===== src/rtl/lsu_ctrl_if.sv =====
// lsu_ctrl bundle: execute-side input handshake, data-memory bus and writeback output.
// master = controller view, slave = environment view (execute, memory, writeback).
interface lsu_ctrl_if #(
  parameter int ADDR_W = 32,
  parameter int DATA_W = 32
);

  // execute -> controller
  logic              in_valid;
  logic              in_ready;
  logic [31:0]       in_inst;
  logic [ADDR_W-1:0] in_addr;
  logic [DATA_W-1:0] in_wdata;

  // controller -> memory request
  logic              mem_req_valid;
  logic              mem_req_ready;
  logic              mem_req_wen;
  logic [ADDR_W-1:0] mem_req_addr;
  logic [DATA_W-1:0] mem_req_wdata;
  logic [3:0]        mem_req_wmask;

  // memory -> controller response
  logic              mem_rsp_valid;
  logic              mem_rsp_ready;
  logic [DATA_W-1:0] mem_rsp_rdata;
  logic              mem_rsp_err;

  // controller -> writeback
  logic              out_valid;
  logic              out_ready;
  logic [DATA_W-1:0] out_rdata;
  logic              out_err;

  modport master (
    input  in_valid,
    output in_ready,
    input  in_inst,
    input  in_addr,
    input  in_wdata,
    output mem_req_valid,
    input  mem_req_ready,
    output mem_req_wen,
    output mem_req_addr,
    output mem_req_wdata,
    output mem_req_wmask,
    input  mem_rsp_valid,
    output mem_rsp_ready,
    input  mem_rsp_rdata,
    input  mem_rsp_err,
    output out_valid,
    input  out_ready,
    output out_rdata,
    output out_err
  );

  modport slave (
    output in_valid,
    input  in_ready,
    output in_inst,
    output in_addr,
    output in_wdata,
    input  mem_req_valid,
    output mem_req_ready,
    input  mem_req_wen,
    input  mem_req_addr,
    input  mem_req_wdata,
    input  mem_req_wmask,
    output mem_rsp_valid,
    input  mem_rsp_ready,
    output mem_rsp_rdata,
    output mem_rsp_err,
    input  out_valid,
    output out_ready,
    input  out_rdata,
    input  out_err
  );

endinterface


===== src/rtl/lsu_ctrl.sv =====
// Multi-cycle load/store controller: one instruction at a time, one bus transaction max.
// Ports: clk, rst (sync, active-high), bus (lsu_ctrl_if.master: in_*, mem_req_*, mem_rsp_*, out_*).
module lsu_ctrl #(
  parameter int ADDR_W = 32,
  parameter int DATA_W = 32
) (
  input logic        clk,
  input logic        rst,
  lsu_ctrl_if.master bus
);

  typedef enum logic [1:0] {
    IDLE,
    REQ,
    WAIT,
    RESP
  } state_t;

  localparam logic [6:0] OP_LOAD  = 7'b0000011;
  localparam logic [6:0] OP_STORE = 7'b0100011;

  state_t state;

  // registered outputs
  logic              in_ready_q;
  logic              req_valid_q;
  logic              req_wen_q;
  logic [ADDR_W-1:0] req_addr_q;
  logic [DATA_W-1:0] req_wdata_q;
  logic [3:0]        req_wmask_q;
  logic              rsp_ready_q;
  logic              out_valid_q;
  logic [DATA_W-1:0] out_rdata_q;
  logic              out_err_q;

  // per-instruction context
  logic [2:0]        f3_q;
  logic [1:0]        off_q;
  logic              store_q;

  // incoming instruction decode
  logic [6:0]        opcode;
  logic [2:0]        funct3;
  logic [1:0]        offset;
  logic              is_load;
  logic              is_store;
  logic              f3_ok;
  logic              aligned;
  logic [3:0]        base_mask;
  logic              go_mem;
  logic              bad_mem;
  logic [3:0]        st_mask;
  logic [DATA_W-1:0] st_data;

  // load return path
  logic [DATA_W-1:0] shifted;
  logic [DATA_W-1:0] ld_data;

  logic              unused;

  assign opcode = bus.in_inst[6:0];
  assign funct3 = bus.in_inst[14:12];
  assign offset = bus.in_addr[1:0];

  assign is_load  = (opcode == OP_LOAD);
  assign is_store = (opcode == OP_STORE);

  assign unused = ^{bus.in_inst[31:15], bus.in_inst[11:7]};

  always_comb begin
    f3_ok = 1'b0;
    unique case (1'b1)
      is_load:  f3_ok = (funct3 == 3'b000) || (funct3 == 3'b001) ||
                        (funct3 == 3'b010) || (funct3 == 3'b100) ||
                        (funct3 == 3'b101);
      is_store: f3_ok = (funct3 == 3'b000) || (funct3 == 3'b001) ||
                        (funct3 == 3'b010);
      default:  f3_ok = 1'b0;
    endcase
  end

  // funct3[1:0] carries the access size for both loads and stores
  always_comb begin
    aligned   = 1'b0;
    base_mask = 4'b0000;
    case (funct3[1:0])
      2'b00: begin
        aligned   = 1'b1;
        base_mask = 4'b0001;
      end
      2'b01: begin
        aligned   = ~offset[0];
        base_mask = 4'b0011;
      end
      2'b10: begin
        aligned   = (offset == 2'b00);
        base_mask = 4'b1111;
      end
      default: begin
        aligned   = 1'b0;
        base_mask = 4'b0000;
      end
    endcase
  end

  assign go_mem  = (is_load || is_store) && f3_ok && aligned;
  assign bad_mem = (is_load || is_store) && !(f3_ok && aligned);

  assign st_mask = base_mask << offset;
  assign st_data = bus.in_wdata << {offset, 3'b000};

  assign shifted = bus.mem_rsp_rdata >> {off_q, 3'b000};

  always_comb begin
    ld_data = shifted;
    case (f3_q)
      3'b000:  ld_data = {{(DATA_W-8){shifted[7]}}, shifted[7:0]};
      3'b001:  ld_data = {{(DATA_W-16){shifted[15]}}, shifted[15:0]};
      3'b100:  ld_data = {{(DATA_W-8){1'b0}}, shifted[7:0]};
      3'b101:  ld_data = {{(DATA_W-16){1'b0}}, shifted[15:0]};
      default: ld_data = shifted;
    endcase
  end

  always_ff @(posedge clk) begin
    if (rst) begin
      state       <= IDLE;
      in_ready_q  <= 1'b1;
      req_valid_q <= 1'b0;
      req_wen_q   <= 1'b0;
      req_addr_q  <= '0;
      req_wdata_q <= '0;
      req_wmask_q <= 4'b0000;
      rsp_ready_q <= 1'b0;
      out_valid_q <= 1'b0;
      out_rdata_q <= '0;
      out_err_q   <= 1'b0;
      f3_q        <= 3'b000;
      off_q       <= 2'b00;
      store_q     <= 1'b0;
    end else begin
      unique case (state)
        IDLE: begin
          if (bus.in_valid) begin
            in_ready_q <= 1'b0;
            f3_q       <= funct3;
            off_q      <= offset;
            store_q    <= is_store;
            if (go_mem) begin
              state       <= REQ;
              req_valid_q <= 1'b1;
              req_wen_q   <= is_store;
              req_addr_q  <= {bus.in_addr[ADDR_W-1:2], 2'b00};
              req_wdata_q <= is_store ? st_data : '0;
              req_wmask_q <= is_store ? st_mask : 4'b0000;
            end else begin
              // non-memory or rejected access: answer without the bus
              state       <= RESP;
              out_valid_q <= 1'b1;
              out_rdata_q <= '0;
              out_err_q   <= bad_mem;
            end
          end
        end
        REQ: begin
          if (bus.mem_req_ready) begin
            state       <= WAIT;
            req_valid_q <= 1'b0;
            req_wen_q   <= 1'b0;
            req_addr_q  <= '0;
            req_wdata_q <= '0;
            req_wmask_q <= 4'b0000;
            rsp_ready_q <= 1'b1;
          end
        end
        WAIT: begin
          if (bus.mem_rsp_valid) begin
            state       <= RESP;
            rsp_ready_q <= 1'b0;
            out_valid_q <= 1'b1;
            out_err_q   <= bus.mem_rsp_err;
            if (bus.mem_rsp_err || store_q)
              out_rdata_q <= '0;
            else
              out_rdata_q <= ld_data;
          end
        end
        RESP: begin
          if (bus.out_ready) begin
            state       <= IDLE;
            out_valid_q <= 1'b0;
            out_rdata_q <= '0;
            out_err_q   <= 1'b0;
            in_ready_q  <= 1'b1;
          end
        end
      endcase
    end
  end

  assign bus.in_ready      = in_ready_q;
  assign bus.mem_req_valid = req_valid_q;
  assign bus.mem_req_wen   = req_wen_q;
  assign bus.mem_req_addr  = req_addr_q;
  assign bus.mem_req_wdata = req_wdata_q;
  assign bus.mem_req_wmask = req_wmask_q;
  assign bus.mem_rsp_ready = rsp_ready_q;
  assign bus.out_valid     = out_valid_q;
  assign bus.out_rdata     = out_rdata_q;
  assign bus.out_err       = out_err_q;

endmodule


===== src/flat_wrapper.sv =====
// flat-port wrapper written by rule: the top's interface ports become plain ports
module lsu_ctrl_flat 
#(
  parameter int ADDR_W = 32,
  parameter int DATA_W = 32
)
  (clk, rst, bus_in_valid, bus_in_ready, bus_in_inst, bus_in_addr, bus_in_wdata, bus_mem_req_valid, bus_mem_req_ready, bus_mem_req_wen, bus_mem_req_addr, bus_mem_req_wdata, bus_mem_req_wmask, bus_mem_rsp_valid, bus_mem_rsp_ready, bus_mem_rsp_rdata, bus_mem_rsp_err, bus_out_valid, bus_out_ready, bus_out_rdata, bus_out_err);
  lsu_ctrl_if #(.ADDR_W(ADDR_W), .DATA_W(DATA_W)) bus_i ();
  input logic clk;
  input logic rst;
  input wire logic [$bits(bus_i.in_valid)-1:0] bus_in_valid;
  output wire logic [$bits(bus_i.in_ready)-1:0] bus_in_ready;
  input wire logic [$bits(bus_i.in_inst)-1:0] bus_in_inst;
  input wire logic [$bits(bus_i.in_addr)-1:0] bus_in_addr;
  input wire logic [$bits(bus_i.in_wdata)-1:0] bus_in_wdata;
  output wire logic [$bits(bus_i.mem_req_valid)-1:0] bus_mem_req_valid;
  input wire logic [$bits(bus_i.mem_req_ready)-1:0] bus_mem_req_ready;
  output wire logic [$bits(bus_i.mem_req_wen)-1:0] bus_mem_req_wen;
  output wire logic [$bits(bus_i.mem_req_addr)-1:0] bus_mem_req_addr;
  output wire logic [$bits(bus_i.mem_req_wdata)-1:0] bus_mem_req_wdata;
  output wire logic [$bits(bus_i.mem_req_wmask)-1:0] bus_mem_req_wmask;
  input wire logic [$bits(bus_i.mem_rsp_valid)-1:0] bus_mem_rsp_valid;
  output wire logic [$bits(bus_i.mem_rsp_ready)-1:0] bus_mem_rsp_ready;
  input wire logic [$bits(bus_i.mem_rsp_rdata)-1:0] bus_mem_rsp_rdata;
  input wire logic [$bits(bus_i.mem_rsp_err)-1:0] bus_mem_rsp_err;
  output wire logic [$bits(bus_i.out_valid)-1:0] bus_out_valid;
  input wire logic [$bits(bus_i.out_ready)-1:0] bus_out_ready;
  output wire logic [$bits(bus_i.out_rdata)-1:0] bus_out_rdata;
  output wire logic [$bits(bus_i.out_err)-1:0] bus_out_err;
  assign bus_i.in_valid = bus_in_valid;
  assign bus_in_ready = bus_i.in_ready;
  assign bus_i.in_inst = bus_in_inst;
  assign bus_i.in_addr = bus_in_addr;
  assign bus_i.in_wdata = bus_in_wdata;
  assign bus_mem_req_valid = bus_i.mem_req_valid;
  assign bus_i.mem_req_ready = bus_mem_req_ready;
  assign bus_mem_req_wen = bus_i.mem_req_wen;
  assign bus_mem_req_addr = bus_i.mem_req_addr;
  assign bus_mem_req_wdata = bus_i.mem_req_wdata;
  assign bus_mem_req_wmask = bus_i.mem_req_wmask;
  assign bus_i.mem_rsp_valid = bus_mem_rsp_valid;
  assign bus_mem_rsp_ready = bus_i.mem_rsp_ready;
  assign bus_i.mem_rsp_rdata = bus_mem_rsp_rdata;
  assign bus_i.mem_rsp_err = bus_mem_rsp_err;
  assign bus_out_valid = bus_i.out_valid;
  assign bus_i.out_ready = bus_out_ready;
  assign bus_out_rdata = bus_i.out_rdata;
  assign bus_out_err = bus_i.out_err;
  lsu_ctrl #(.ADDR_W(ADDR_W), .DATA_W(DATA_W)) u_core (.clk(clk), .rst(rst), .bus(bus_i));
endmodule

===== config.mk =====
export PLATFORM = sky130hd
export DESIGN_NAME = lsu_ctrl_flat
export DESIGN_NICKNAME = d
export VERILOG_FILES = /design/src/rtl/lsu_ctrl_if.sv /design/src/rtl/lsu_ctrl.sv /design/src/flat_wrapper.sv
export SDC_FILE = /design/constraint.sdc
export NUM_CORES = 1
export LEC_CHECK = 0
export ABC_AREA = 1
export BUFFER_PORTS_ARGS = -buffer_cell sky130_fd_sc_hd__buf_2
export CORE_ASPECT_RATIO = 0.75
export CORE_UTILIZATION = 45
export DETAILED_ROUTE_END_ITERATION = 6
export PLACE_DENSITY_LB_ADDON = 0.2
export SYNTH_ARGS = -nofsm -noshare
export SYNTH_HDL_FRONTEND = slang
export SYNTH_SLANG_ARGS = --single-unit

===== constraint.sdc =====
create_clock -name clk -period 2.1 [get_ports clk]
set_input_delay 0.105 -clock clk [delete_from_list [all_inputs] [get_ports clk]]
set_output_delay 0.105 -clock clk [all_outputs]
set_load 0.02 [all_outputs]

==> impl_results.md <==
- Status: finished with violations
- Failing checks: DRC
- Netlist cell types: 35
- Number of fill cells: 1402
- Combinational share of power: a little under half
- Sink Count: between 100 and 150
- Crit path max-delay family: simple AND/OR/NAND/NOR gates
- Grt total ovfl: 0
- Initial antenna violation count: 1
- DR vias: 6804
- Number of vias per cell: roughly 5.1
- WP data arrival: ~2.2 ns
- P_sw: between 3000 and 4000 uW
- First-pass DRT Iterations: 7
- Initial core utilization: between 40% and 50%
- Drt total wl: ~19000 um
- Die footprint: about 15000 um^2
- Pins over their slew limit: 0
- Setup TNS: 0 ns
- Area leader, netlist: dfxtp_1
- Synth Area per Inst: about 6.5 um^2
- Layout cells sized above 1: between 20% and 30%
- CP bufs+invs: 3
- ANT nets after route: 0
- Clk_lat worst skew: 0.34 ns
- Initial DRC count: between 700 and 800
- Leakage power total: around 0.0038 uW
- Worst Path Max Fanout: 14
- Yosys warning total: 0
- First-pass GRT wire length: around 30000 um
- Final setup viols: 0
- Main synth FF type: dfxtp_1
- Top cells by count, synth: 213 x nand2_1, 117 x nor2_1, 112 x dfxtp_1
- Slew margin rel.: 59.0%
- Max Clock Freq: a little over 0.5 GHz
- CTS tree: yes
- Setup Skew: around 0.0044 ns
- Cell Area, Synth: approximately 6300 um^2
- Final Hold Vio Count: 0
- Register area share after synthesis: a little over a third
- Overall power: 8890 uW
- Critical path cell sequence: inv_1, ha_1, inv_1, or2_2, nand2_1, nor3_1, nand2_2, buf_4, o21ai_0, nor2_1
- Area Overhead vs Synth: 23.6%
- Largest net degree at the start of global routing: between 70 and 80
- IO buf count: 216
- Startpoint class of the critical path: flop
- Share of power burned in registers: roughly a third
- Clock Power Share: about a fifth
- DRC violation count after routing: 21
- CTS root buffer: clkbuf_16
- Switching part of the total: about 45%
- RD Place Congestion: 0.884
- CP most frequent cell: inv_1
- DP Wirelength: around 13000 um
- Max-Cap Viols: 0
- Worst vdd ir: 0.562 mV
- Num CTS Buffers: 9
- Setup CP Type: flop to flop
- Die X: 139 um
- Register Area: 2240 um^2
- Final period util: 91.9%
- Number of synthesized flops with an enable pin: 0
- Clock transition at path regs: 0.08 ns
- CTS Buffer Depth: 2
- Hold buffers post-CTS: 0
- Critical path's largest stage delay: about 0.39 ns
- Number of global-route vias before repair: 5817
- Slew @ Worst Pin: between 0.6 and 0.7 ns
- Slowest stage cell, crit path: dfxtp_1
- Req. time, crit path: about 2.3 ns
- H-tree Lvls: 3
- Ys async rst share: 0%
- Power Internal: approximately 4900 uW
- Gr usage total: about a quarter
- # rows: 37
- Core area: between 10000 and 15000 um^2
- Multi-input gate area: about 3400 um^2
- Diode count: 0
- Area fraction of the dominant cell type after synthesis: between 30% and 40%
- RSZ-0062 raised after global routing: no
- CP endpoint kind: flop
- Worst Hold Class: input pin to flop
- Most common cell in the netlist: nand2_1
- Post-Syn Instances: 974
- Min Tclk post-route: approximately 1.9 ns
- Yosys reg bits: 112
- Synth area leaders: dfxtp_1 35%, nand2_1 13%, nand3_1 8.3%, a21oi_1 8.0%, nor2_1 6.9%
- Die Ht: approximately 100 um
- Routed len/inst: about 14 um
- Nets@finish: around 1300
- Power per standard cell area: ~1100 nW/um^2
- IO Count: between 200 and 250
==> tightest hold or removal path: stages <==
cell and delay (ns):
buf_2 0.09, inv_1 0.04, nor2_1 0.04, nand3_2 0.06, a21oi_2 0.05
==> area by class of cell <==
type                            count  share of cell area, %
Clock buffer                       10                   3.05
Clock inverter                      6                  0.958
Inverter                           81                   3.88
Multi-Input combinational cell    702                   43.4
Sequential cell                   112                   28.6
Tap cell                          175                   2.79
Timing Repair Buffer              242                   17.3
==> metal layers <==
metal / wire length (um) / track usage, % / vias to the layer above
met5: 0 / 0 / -
met1: 9610 / 40.2 / 2994
met2: 7360 / 34.6 / 270
met3: 1540 / 4.95 / 20
met4: 217 / 5.56 / 0
li1: - / - / 3520
==> worst paths after layout <==
| path | from | endpoint | slack, ns | cells past startpoint |
|---|---|---|---|---|
| worst min-delay path | bus_in_addr[12] | u_core.bus.mem_req_addr[12]$_SDFFE_PP0P_ | 0.09 | 5 |
| worst max-delay path | u_core.state[0]$_SDFFE_PP0P_ | u_core.bus.out_rdata[4]$_SDFFE_PP0P_ | 0.17 | 10 |
| worst max register to register | u_core.state[0]$_SDFFE_PP0P_ | u_core.bus.out_rdata[4]$_SDFFE_PP0P_ | 0.17 | 10 |
| worst min register to register | u_core.bus.mem_req_wdata[10]$_SDFFE_PP0P_ | u_core.bus.mem_req_wdata[10]$_SDFFE_PP0P_ | 0.46 | 2 |
==> what timing repair did <==
item	CTS	global route
resized for setup	0	2
endpoints found under the setup margin	0	2
endpoints found under the hold margin	0	0
buffers inserted	0	0
==> placed cells by master, fill, tap and decap left out, types with 2 or more instances in the layout <==
cell and n:
buf_2 216, nand2_1 213, nor2_1 117, dfxtp_1 112, nand3_1 105, a21oi_1 101, inv_1 74, o21ai_0 73
buf_4 19, nor4_1 17, nand3_2 13, o211ai_1 10, a21oi_2 10, ha_1 9, clkbuf_16 9, inv_2 6
buf_12 6, nand2_2 5, mux2i_1 5, a31oi_1 4, nor3_1 4, or2_2 2, nand4_1 2, conb_1 2
clkinv_4 2
==> logic make-up after synthesis <==
kind of cell    Yosys count  share of synthesized area [%]
simple gates            485                           33.7
mux                       5                          0.790
compound gates          200                           16.9
buf+inv                 161                           11.2
flops                   112                           35.4
fa+ha+maj                10                           1.97
other cells               1                         0.0592
==> stage by stage <==
stage                     hold slack (ns)  area [um^2]  std cells  util (%)  setup slack (ns)
final                              0.0874         7840       1328      57.0             0.170
after CTS                          0.0735         7830       1328      56.9             0.184
after floorplan                     0.298         6340        975         -             0.345
after detailed placement            0.443         7510       1312      54.6             0.187
after global placement              0.425         7510       1312      54.6             0.199
after global routing               0.0864         7840       1328      57.0            0.0231
==> power by group through the flow <==
stage | logic, uW | registers (uW) | clock network, uW
finish | 4240 | 2850 | 1810
global route | 4670 | 2900 | 1930
CTS | 4190 | 2850 | 1850
detailed placement | 4170 | 2890 | 0
global placement | 4150 | 2870 | 0
floorplan | 2440 | 3380 | 0
==> registers in the layout, summed over array words and instances (netlist names) <==
| register | count |
|---|---|
| u_core.bus.mem_req_valid | 1 |
| u_core.f3_q | 3 |
| u_core.bus.mem_req_wdata | 32 |
| u_core.bus.mem_req_wmask | 4 |
| u_core.bus.mem_rsp_ready | 1 |
| u_core.store_q | 1 |
| u_core.bus.in_ready | 1 |
| u_core.bus.out_valid | 1 |
| u_core.off_q | 2 |
| u_core.bus.mem_req_wen | 1 |
| u_core.state | 2 |
| u_core.bus.out_rdata | 32 |
| u_core.bus.mem_req_addr | 30 |
| u_core.bus.out_err | 1 |
Power figures use the tool's default switching activity.
